===== config.mk =====
export PLATFORM = sky130hd
export DESIGN_NAME = shift_register_serializer
export DESIGN_NICKNAME = d
export VERILOG_FILES = /design/src/rtl/shift_register_pkg.sv /design/src/rtl/shift_bit_counter.sv /design/src/rtl/shift_register_serializer.sv
export SDC_FILE = /design/constraint.sdc
export NUM_CORES = 1
export LEC_CHECK = 0
export BUFFER_PORTS_ARGS = -buffer_cell sky130_fd_sc_hd__clkbuf_2
export CAP_MARGIN = 30
export CORE_AREA = 5 5 42 44
export CTS_BUF_LIST = sky130_fd_sc_hd__clkbuf_8 sky130_fd_sc_hd__clkbuf_16
export DETAILED_ROUTE_END_ITERATION = 12
export DIE_AREA = 0 0 47 49
export PLACE_DENSITY = 0.53
export SETUP_SLACK_MARGIN = 0.02
export SYNTH_ARGS = -nofsm -noshare
export SYNTH_HDL_FRONTEND = slang
export SYNTH_SLANG_ARGS = --single-unit

===== constraint.sdc =====
create_clock -name clk -period 1.4 [get_ports clk]
set_input_delay 0.28 -clock clk [delete_from_list [all_inputs] [get_ports clk]]
set_output_delay 0.28 -clock clk [all_outputs]
set_load 0.01 [all_outputs]

===== src/rtl/shift_register_pkg.sv =====
// Shared definitions for the parallel register path: FSM encodings and the
// default word width used by the register, serializer and serial receiver.
package shift_register_pkg;

  typedef enum logic {
    ST_IDLE  = 1'b0,
    ST_SHIFT = 1'b1
  } state_e;

  localparam int SR_WIDTH = 4;

endpackage


===== src/rtl/shift_bit_counter.sv =====
// Loadable down-counter tracking the bits remaining in the current word.
// The zero flag marks the last bit of a word.
module shift_bit_counter
  import shift_register_pkg::*;
#(
  parameter int WIDTH = SR_WIDTH,
  localparam int CW = $clog2(WIDTH)
) (
  input  logic          clk,
  input  logic          rst,
  input  logic [CW-1:0] load_val,
  input  logic          load_en,
  input  logic          dec_en,
  output logic          zero
);

  logic [CW-1:0] cnt_q;
  logic [CW-1:0] cnt_d;

  always_comb begin
    cnt_d = cnt_q;
    if (load_en) begin
      cnt_d = load_val;
    end else if (dec_en && (cnt_q != '0)) begin
      cnt_d = cnt_q - 1'b1;
    end
  end

  always_ff @(posedge clk) begin
    if (rst) begin
      cnt_q <= '0;
    end else begin
      cnt_q <= cnt_d;
    end
  end

  assign zero = (cnt_q == '0);

endmodule


===== src/rtl/shift_register_serializer.sv =====
// Parallel-in serial-out transmitter with a load/ready handshake; accepts a
// new word on the last-bit cycle so consecutive words stream without a gap.
//
// state    | meaning
// ---------+-----------------------------------------------------------
// ST_IDLE  | no word in flight, sout held low, ready to load
// ST_SHIFT | word bits on sout, one per cycle; ready again on last bit
module shift_register_serializer
  import shift_register_pkg::*;
#(
  parameter int WIDTH     = SR_WIDTH,
  parameter bit MSB_FIRST = 1'b1
) (
  input  logic             clk,
  input  logic             rst,
  input  logic [WIDTH-1:0] D,
  input  logic             load,
  output logic             ready,
  output logic             sout,
  output logic             sout_bar,
  output logic             sout_valid,
  output logic             done,
  output logic [WIDTH-1:0] Q
);

  localparam int CW = $clog2(WIDTH);

  state_e           state_q;
  state_e           state_d;
  logic [WIDTH-1:0] sr_q;
  logic [WIDTH-1:0] sr_d;
  logic             cnt_zero;
  logic             load_acc;
  logic             cnt_dec;

  shift_bit_counter #(
    .WIDTH (WIDTH)
  ) u_cnt (
    .clk      (clk),
    .rst      (rst),
    .load_val (CW'(WIDTH - 1)),
    .load_en  (load_acc),
    .dec_en   (cnt_dec),
    .zero     (cnt_zero)
  );

  // The counter is zero in IDLE, so ready only depends on registered state.
  assign ready    = (state_q == ST_IDLE) || ((state_q == ST_SHIFT) && cnt_zero);
  assign load_acc = load && ready;
  assign cnt_dec  = (state_q == ST_SHIFT) && !cnt_zero;

  always_ff @(posedge clk) begin
    if (rst) begin
      state_q <= ST_IDLE;
      sr_q    <= '0;
    end else begin
      state_q <= state_d;
      sr_q    <= sr_d;
    end
  end

  always_comb begin
    state_d = state_q;
    sr_d    = sr_q;
    if (load_acc) begin
      state_d = ST_SHIFT;
      sr_d    = D;
    end else if (state_q == ST_SHIFT) begin
      if (!cnt_zero) begin
        sr_d = MSB_FIRST ? {sr_q[WIDTH-2:0], 1'b0} : {1'b0, sr_q[WIDTH-1:1]};
      end else begin
        state_d = ST_IDLE;
        sr_d    = '0;
      end
    end
  end

  always_comb begin
    sout       = 1'b0;
    sout_valid = 1'b0;
    done       = 1'b0;
    if (state_q == ST_SHIFT) begin
      sout       = MSB_FIRST ? sr_q[WIDTH-1] : sr_q[0];
      sout_valid = 1'b1;
      done       = cnt_zero;
    end
  end

  assign sout_bar = ~sout;
  assign Q        = sr_q;

endmodule


==> reports/metrics.yaml, run 1 <==
routing:
  viasPerCell: 4.64
  totalWireLength_um: 848
  wl_per_cell_um: 10.6
  antenna_left: 0
  drt_iter0_drc: 11
  firstDrtPassIters: 4
  drc: 0
  vias: 371
worst_setup_path:
  arrival_ns: 1.09
  cp_num_buf_inv: 3
  crit_fanout: 2
  worst-path-stages: 5
  cp_top_family: "flip-flops"
  r2r_start: "u_cnt.cnt_q[1]"
  start_kind: "flip-flop"
  crit_type: "reg -> out"
  timing.critical_path.cells: "inv_2 -> ha_4 -> and2b_1 -> inv_1 -> clkbuf_2"
  r2r_cells: 6
  crit_required_ns: 1.12
  r2r-end: "Q[3]"
  cpMaxStageDelayCell: "dfxtp_2"
  cpPeakStageDelay_ns: 0.32
  end_kind: "output pin"
  regToRegSetupSlack_ns: 0.15
yosys:
  synth_cell_types: 17
  async_reset_ff_share_pct: 0
  ys_warn_count: 0
  synth_area_um2: 365
  synth_top_area_share_pct: 38.4
  yosysTopAreaCell: "dfxtp_1"
  syn_nets: 51
  synth-seq-cells: 7
  synth_top_flop_cell: "dfxtp_1"
  synth_edf_count: 0
  netlist_top_cells_area: "dfxtp_1, a211oi_1, inv_1, a32oi_1, nor3_1"
  synth_common_cells: "dfxtp_1, inv_1, a211oi_1, nor3_1"
  synthCells: 43
  avgSynthCellArea_um2: 8.50
  ys_seq_area_share_pct: 38.4
clock_network:
  root_buffer: "clkbuf_8"
  clkLatencyLatePin_ns: 0.22
  cts_tree: "built"
  cts-htree-levels: 1
  cts_sinks: 7
  cts.reportedPaths.clkPinSlew_ns: 0.04
  ctsLongestPathBuffers: 2
  cts_buffers: 3
global_routing:
  grt_usage_pct: 8.32
  overflow: 0
  first_global_vias: 324
  antenna_found_initial: 0
  grt_max_degree: 15
  grt_pass1_wl_um: 1380
min_path:
  hold_class: "in -> reg"
  holdPathStages: 2
  hp-start: "rst"
  holdPathEnd: "Q[0]"
run_status:
  status: "finished clean"
cells_and_area:
  final_core_util_pct: 38.4
  fillers: 157
  multi_input_area_um2: 188
  areaGrowthSynthToFinish_pct: 47.3
  seqCellArea_um2: 143
  drive_gt1_share_pct: 43.8
  diodes: 0
  nets: 73
pwr:
  p_clk_share_pct: 42.5
  p_sw_share_pct: 26.0
  ir_worst_vdd_uv: 857
  power_w: 0.000651
  p_int_w: 0.000482
  leakage_nw: 0.277
  p_comb_share_pct: 21.5
  seq_power_share_pct: 36.0
  p_switching_w: 0.000169
  powerDensity_nw_per_um2: 1210
die:
  io_pins: 16
  rows: 14
  die_w_um: 47
  design.core.area_um2: 1400
  start_util_pct: 26.1
  fp.dieArea_um2: 2300
  fp.dieH_um: 49
sta:
  slew_headroom_pct: 82.0
  fin_worst_skew_ns: 0.00108
  setup_violations: 0
  worstMarginPinSlew_ns: 0.269
  fin_crit_ns: 1.37
  max_clock_freq_mhz: 727
  rsz0062_at_grt: "yes"
  finalHoldViolCount: 0
  min_period_over_period_pct: 98.2
  maxSlewViolCount: 0
placement:
  io_buffers: 15
  finalWeightedCongestion: 0.657
  dp_hpwl_um: 641
flow_run:
  drv_cap: 0
-- sequential cells by signal, summed over array words and instances, names as in the netlist --
signal / cells
Q: 4
state_q: 1
u_cnt.cnt_q: 2
-- final cells by class --
type / count / area share, %
well taps: 16 / 3.72
clock buffers: 3 / 7.67
repair buffers: 20 / 21.6
flip-flops and latches: 7 / 26.5
inverters: 7 / 4.88
clock inverters: 1 / 0.698
multi-input cells: 26 / 34.9
-- worst max-delay path by stage --
stage / startpoint / endpoint / slack [ns]
after floorplan: u_cnt.cnt_q[0] / ready / 0.14
after global placement: u_cnt.cnt_q[0] / Q[1] / 0.11
after detailed placement: u_cnt.cnt_q[0] / Q[3] / 0.09
after CTS: u_cnt.cnt_q[1] / ready / 0.02
after global routing: u_cnt.cnt_q[0] / ready / -0.01
final: u_cnt.cnt_q[1] / ready / 0.03
-- worst register-to-register path, cell delays in order, from the launching register on --
cell	delay [ns]
dfxtp_2	0.32
inv_2	0.04
ha_4	0.15
and2b_1	0.20
buf_4	0.15
a32oi_1	0.06
a211oi_1	0.22
-- timing repair --
action	CTS	global route
hold buffers	0	0
resized for setup	7	0
endpoints found under the hold margin	0	0
pin swaps	1	0
cloned	0	0
setup buffers	2	0
endpoints found under the setup margin	2	2
-- cells in the final DEF, fill, tap and decap left out --
cell / netlist / routed
nand3_1: 1 / 1
nand2_1: 1 / 1
nor3_1: 5 / 5
o21a_1: 1 / 1
clkbuf_2: 0 / 15
nor2_1: 3 / 3
a211oi_1: 5 / 5
mux2i_1: 1 / 1
inv_1: 7 / 6
dfxtp_2: 0 / 2
and2b_1: 1 / 1
buf_4: 1 / 4
ha_4: 0 / 1
a21o_1: 3 / 3
buf_6: 1 / 1
inv_2: 0 / 2
and2_1: 1 / 1
dfxtp_1: 7 / 5
a32oi_1: 3 / 3
clkbuf_8: 0 / 3
-- kinds of logic (layout without fill, tap and decap cells) --
group           after synthesis  after routing  share of synthesized area [%]
compound gates               12             12                           25.7
buf+inv                      10             31                           13.7
fa+ha+maj                     1              1                           3.42
flops                         7              7                           38.4
simple gates                 12             12                           16.1
mux                           1              1                           2.74
-- metal layers --
layer  global-route usage, %  share of wire, %
met1                    11.2                48
met2                    10.4                42
met3                    3.32               7.8
met4                    5.53               2.5
met5                       0                 0
-- through the flow --
stage	hold slack, ns	cell area [um^2]	cells	worst slack, ns	TNS (ns)
finish	0.328	538	80	0.0252	0
global route	0.337	538	80	-0.0129	-0.0248
CTS	0.328	538	80	0.0183	0
detailed placement	0.461	459	74	0.0925	0
global placement	0.455	459	74	0.115	0
floorplan	0.352	365	43	0.140	0
-- power by group through the flow --
stage	combinational [W]	sequential (W)	clock, W
final	0.000140	0.000234	0.000277
after global routing	0.000155	0.000238	0.000297
after CTS	0.000141	0.000234	0.000284
after detailed placement	0.000120	0.000236	0
after global placement	0.000120	0.000237	0
after floorplan	0.0000724	0.000238	0
Note: power is estimated with default switching activity, not from simulation.
==> inputs of run 2 (changes only) <==
--- a/config.mk
+++ b/config.mk
@@ -8,7 +8,6 @@
 export BUFFER_PORTS_ARGS = -buffer_cell sky130_fd_sc_hd__clkbuf_2
 export CAP_MARGIN = 30
 export CORE_AREA = 5 5 42 44
-export CTS_BUF_LIST = sky130_fd_sc_hd__clkbuf_8 sky130_fd_sc_hd__clkbuf_16
 export DETAILED_ROUTE_END_ITERATION = 12
 export DIE_AREA = 0 0 47 49
 export PLACE_DENSITY = 0.53
==> run 2 against run 1 <==
The run now ends with setup timing left. Register-to-register slack is essentially flat. Critical path type unchanged. Largest power group is now sequential cells. Via count shrank 0.27%. Sequential power is essentially flat. Wire length shrank 1.8%. Total power shrank 15%. Maximum frequency shrank 2.1%. Global-route usage grew 0.14 points. Non-clock buffer count is the same.
==> reports/metrics.yaml, run 2 (synthesized netlist as in run 1, its figures left out) <==
run_status:
  status: "finished, violations left"
  violations: "setup timing"
sta:
  rsz0062_at_grt: "yes"
  fin_ws_ns: -0.00382  # -0.0290 ns
  min_period_over_period_pct: 100  # +2.1 points
  fin_crit_ns: 1.40  # +0.0290 ns
  slew_headroom_pct: 82.0  # about the same
  setup_violations: 1  # +1
  worstMarginPinSlew_ns: 0.269  # -0.0000131 ns
  finalHoldViolCount: 0  # unchanged
  max_clock_freq_mhz: 712  # -2.1%
  hold_ws_ns: 0.303  # -0.0249 ns
  fin_worst_skew_ns: 0.000700  # -0.000379 ns
  maxSlewViolCount: 0  # unchanged
die:
  die_w_um: 47  # unchanged
  rows: 14  # unchanged
  start_util_pct: 26.1  # unchanged
  fp.dieH_um: 49  # unchanged
  fp.dieArea_um2: 2300  # unchanged
  design.core.area_um2: 1400  # unchanged
  io_pins: 16  # unchanged
pwr:
  power_w: 0.000555  # -15%
  powerDensity_nw_per_um2: 1070  # -12%
  leakage_nw: 0.265  # -4.3%
  ir_worst_vdd_uv: 504  # -41%
clock_network:
  cts_buffers: 3  # unchanged
  cts_tree: "built"
  cts.reportedPaths.clkPinSlew_ns: 0.05  # about the same
  ctsLongestPathBuffers: 2  # unchanged
  cts_sinks: 7  # unchanged
  clkLatencyLatePin_ns: 0.25  # +0.03 ns
  root_buffer: "clkbuf_4"
  cts-htree-levels: 1  # unchanged
worst_setup_path:
  crit_type: "reg -> out"
  crit_fanout: 2  # unchanged
  cpPeakStageDelay_ns: 0.33  # about the same
  arrival_ns: 1.12  # +0.03 ns
  timing.critical_path.cells: "inv_2 -> ha_4 -> and2b_1 -> inv_1 -> clkbuf_2"
  cpMaxStageDelayCell: "dfxtp_2"
  end_kind: "output pin"
  crit_required_ns: 1.12  # about the same
  start_kind: "flip-flop"
global_routing:
  grt_pass1_wl_um: 1350  # -2.5%
  antenna_found_initial: 0  # unchanged
  grt_usage_pct: 8.46  # +0.14 points
  grt_max_degree: 15  # unchanged
  first_global_vias: 314  # -3.1%
  overflow: 0  # unchanged
min_path:
  hold_class: "in -> reg"
routing:
  firstDrtPassIters: 4  # unchanged
  drc: 0  # unchanged
  wl_per_cell_um: 10.4  # -1.8%
  drt_iter0_drc: 21  # +10
  antenna_left: 0  # unchanged
  vias: 370  # -0.27%
  totalWireLength_um: 833  # -1.8%
  viasPerCell: 4.63  # -0.27%
cells_and_area:
  layout_common_cells: "clkbuf_2, dfxtp_1, inv_1, nor3_1, a211oi_1"
  nets: 73  # unchanged
  drive_gt1_share_pct: 43.8  # unchanged
  fillers: 158  # +0.64%
  mostFrequentLayoutCell: "clkbuf_2"
  areaGrowthSynthToFinish_pct: 42.1
  largest_register_ffs: 4  # unchanged
  diodes: 0  # unchanged
flow_run:
  drv_cap: 0  # unchanged
placement:
  dp_hpwl_um: 641  # unchanged
  io_buffers: 15  # unchanged
  finalWeightedCongestion: 0.657  # unchanged
[run 2: per-layer routing]
layer	track usage, %	vias to the layer above	wire length, um
met2	9.50	12	332
met5	0	-	0
li1	-	192	-
met4	8.29	0	38
met3	3.32	5	58
met1	11.2	161	404
[run 2: report_power, final]
| group | internal, W | switching [W] |
|---|---|---|
| combinational | 0.0000723 | 0.0000673 |
| clock | 0.000109 | 0.0000734 |
| sequential | 0.000219 | 0.0000144 |
[run 2: final cells by class]
type	instances	area (um^2)	share of cell area, %
multi-input cells	26	188	36.1
flip-flops and latches	7	143	27.5
repair buffers	20	116	22.4
clock buffers	4	26.3	5.06
inverters	7	26.3	5.06
well taps	16	20.0	3.86
[run 2: worst max-delay path, delay by kind of cell, from the launching register on]
family	cells	cell delay (ns)
flip-flops	1	0.33
AND/OR/NAND/NOR	1	0.20
buffers and inverters	3	0.19
adder cells (fa/ha/maj)	1	0.15
[run 2: metrics by stage]
step | setup WS, ns | cells | setup TNS, ns | instance area, um^2 | utilization, %
CTS | -0.0173 | 80 | -0.0267 | 519 | 37.1
detailed placement | 0.0925 | 74 | 0 | 459 | 32.8
global placement | 0.115 | 74 | 0 | 459 | 32.8
floorplan | 0.140 | 43 | 0 | 365 | -
finish | -0.00382 | 80 | -0.00382 | 519 | 37.1
global route | -0.0494 | 80 | -0.0980 | 519 | 37.1
[run 2: final timing paths]
kind | start | endpoint | slack, ns | cells after the start
worst max-delay path | u_cnt.cnt_q[1] | ready | -0.004 | 5
worst min register to register | u_cnt.cnt_q[0] | u_cnt.cnt_q[0] | 0.54 | 2
worst max register to register | u_cnt.cnt_q[1] | Q[3] | 0.15 | 6
worst min-delay path | rst | Q[0] | 0.30 | 2
[run 2: timing repair]
action,4_1_cts,5_1_grt
gates resized for setup,7,0
pin swaps,1,0
setup buffers,2,0
endpoints found under the setup margin,2,2
hold buffers,0,0
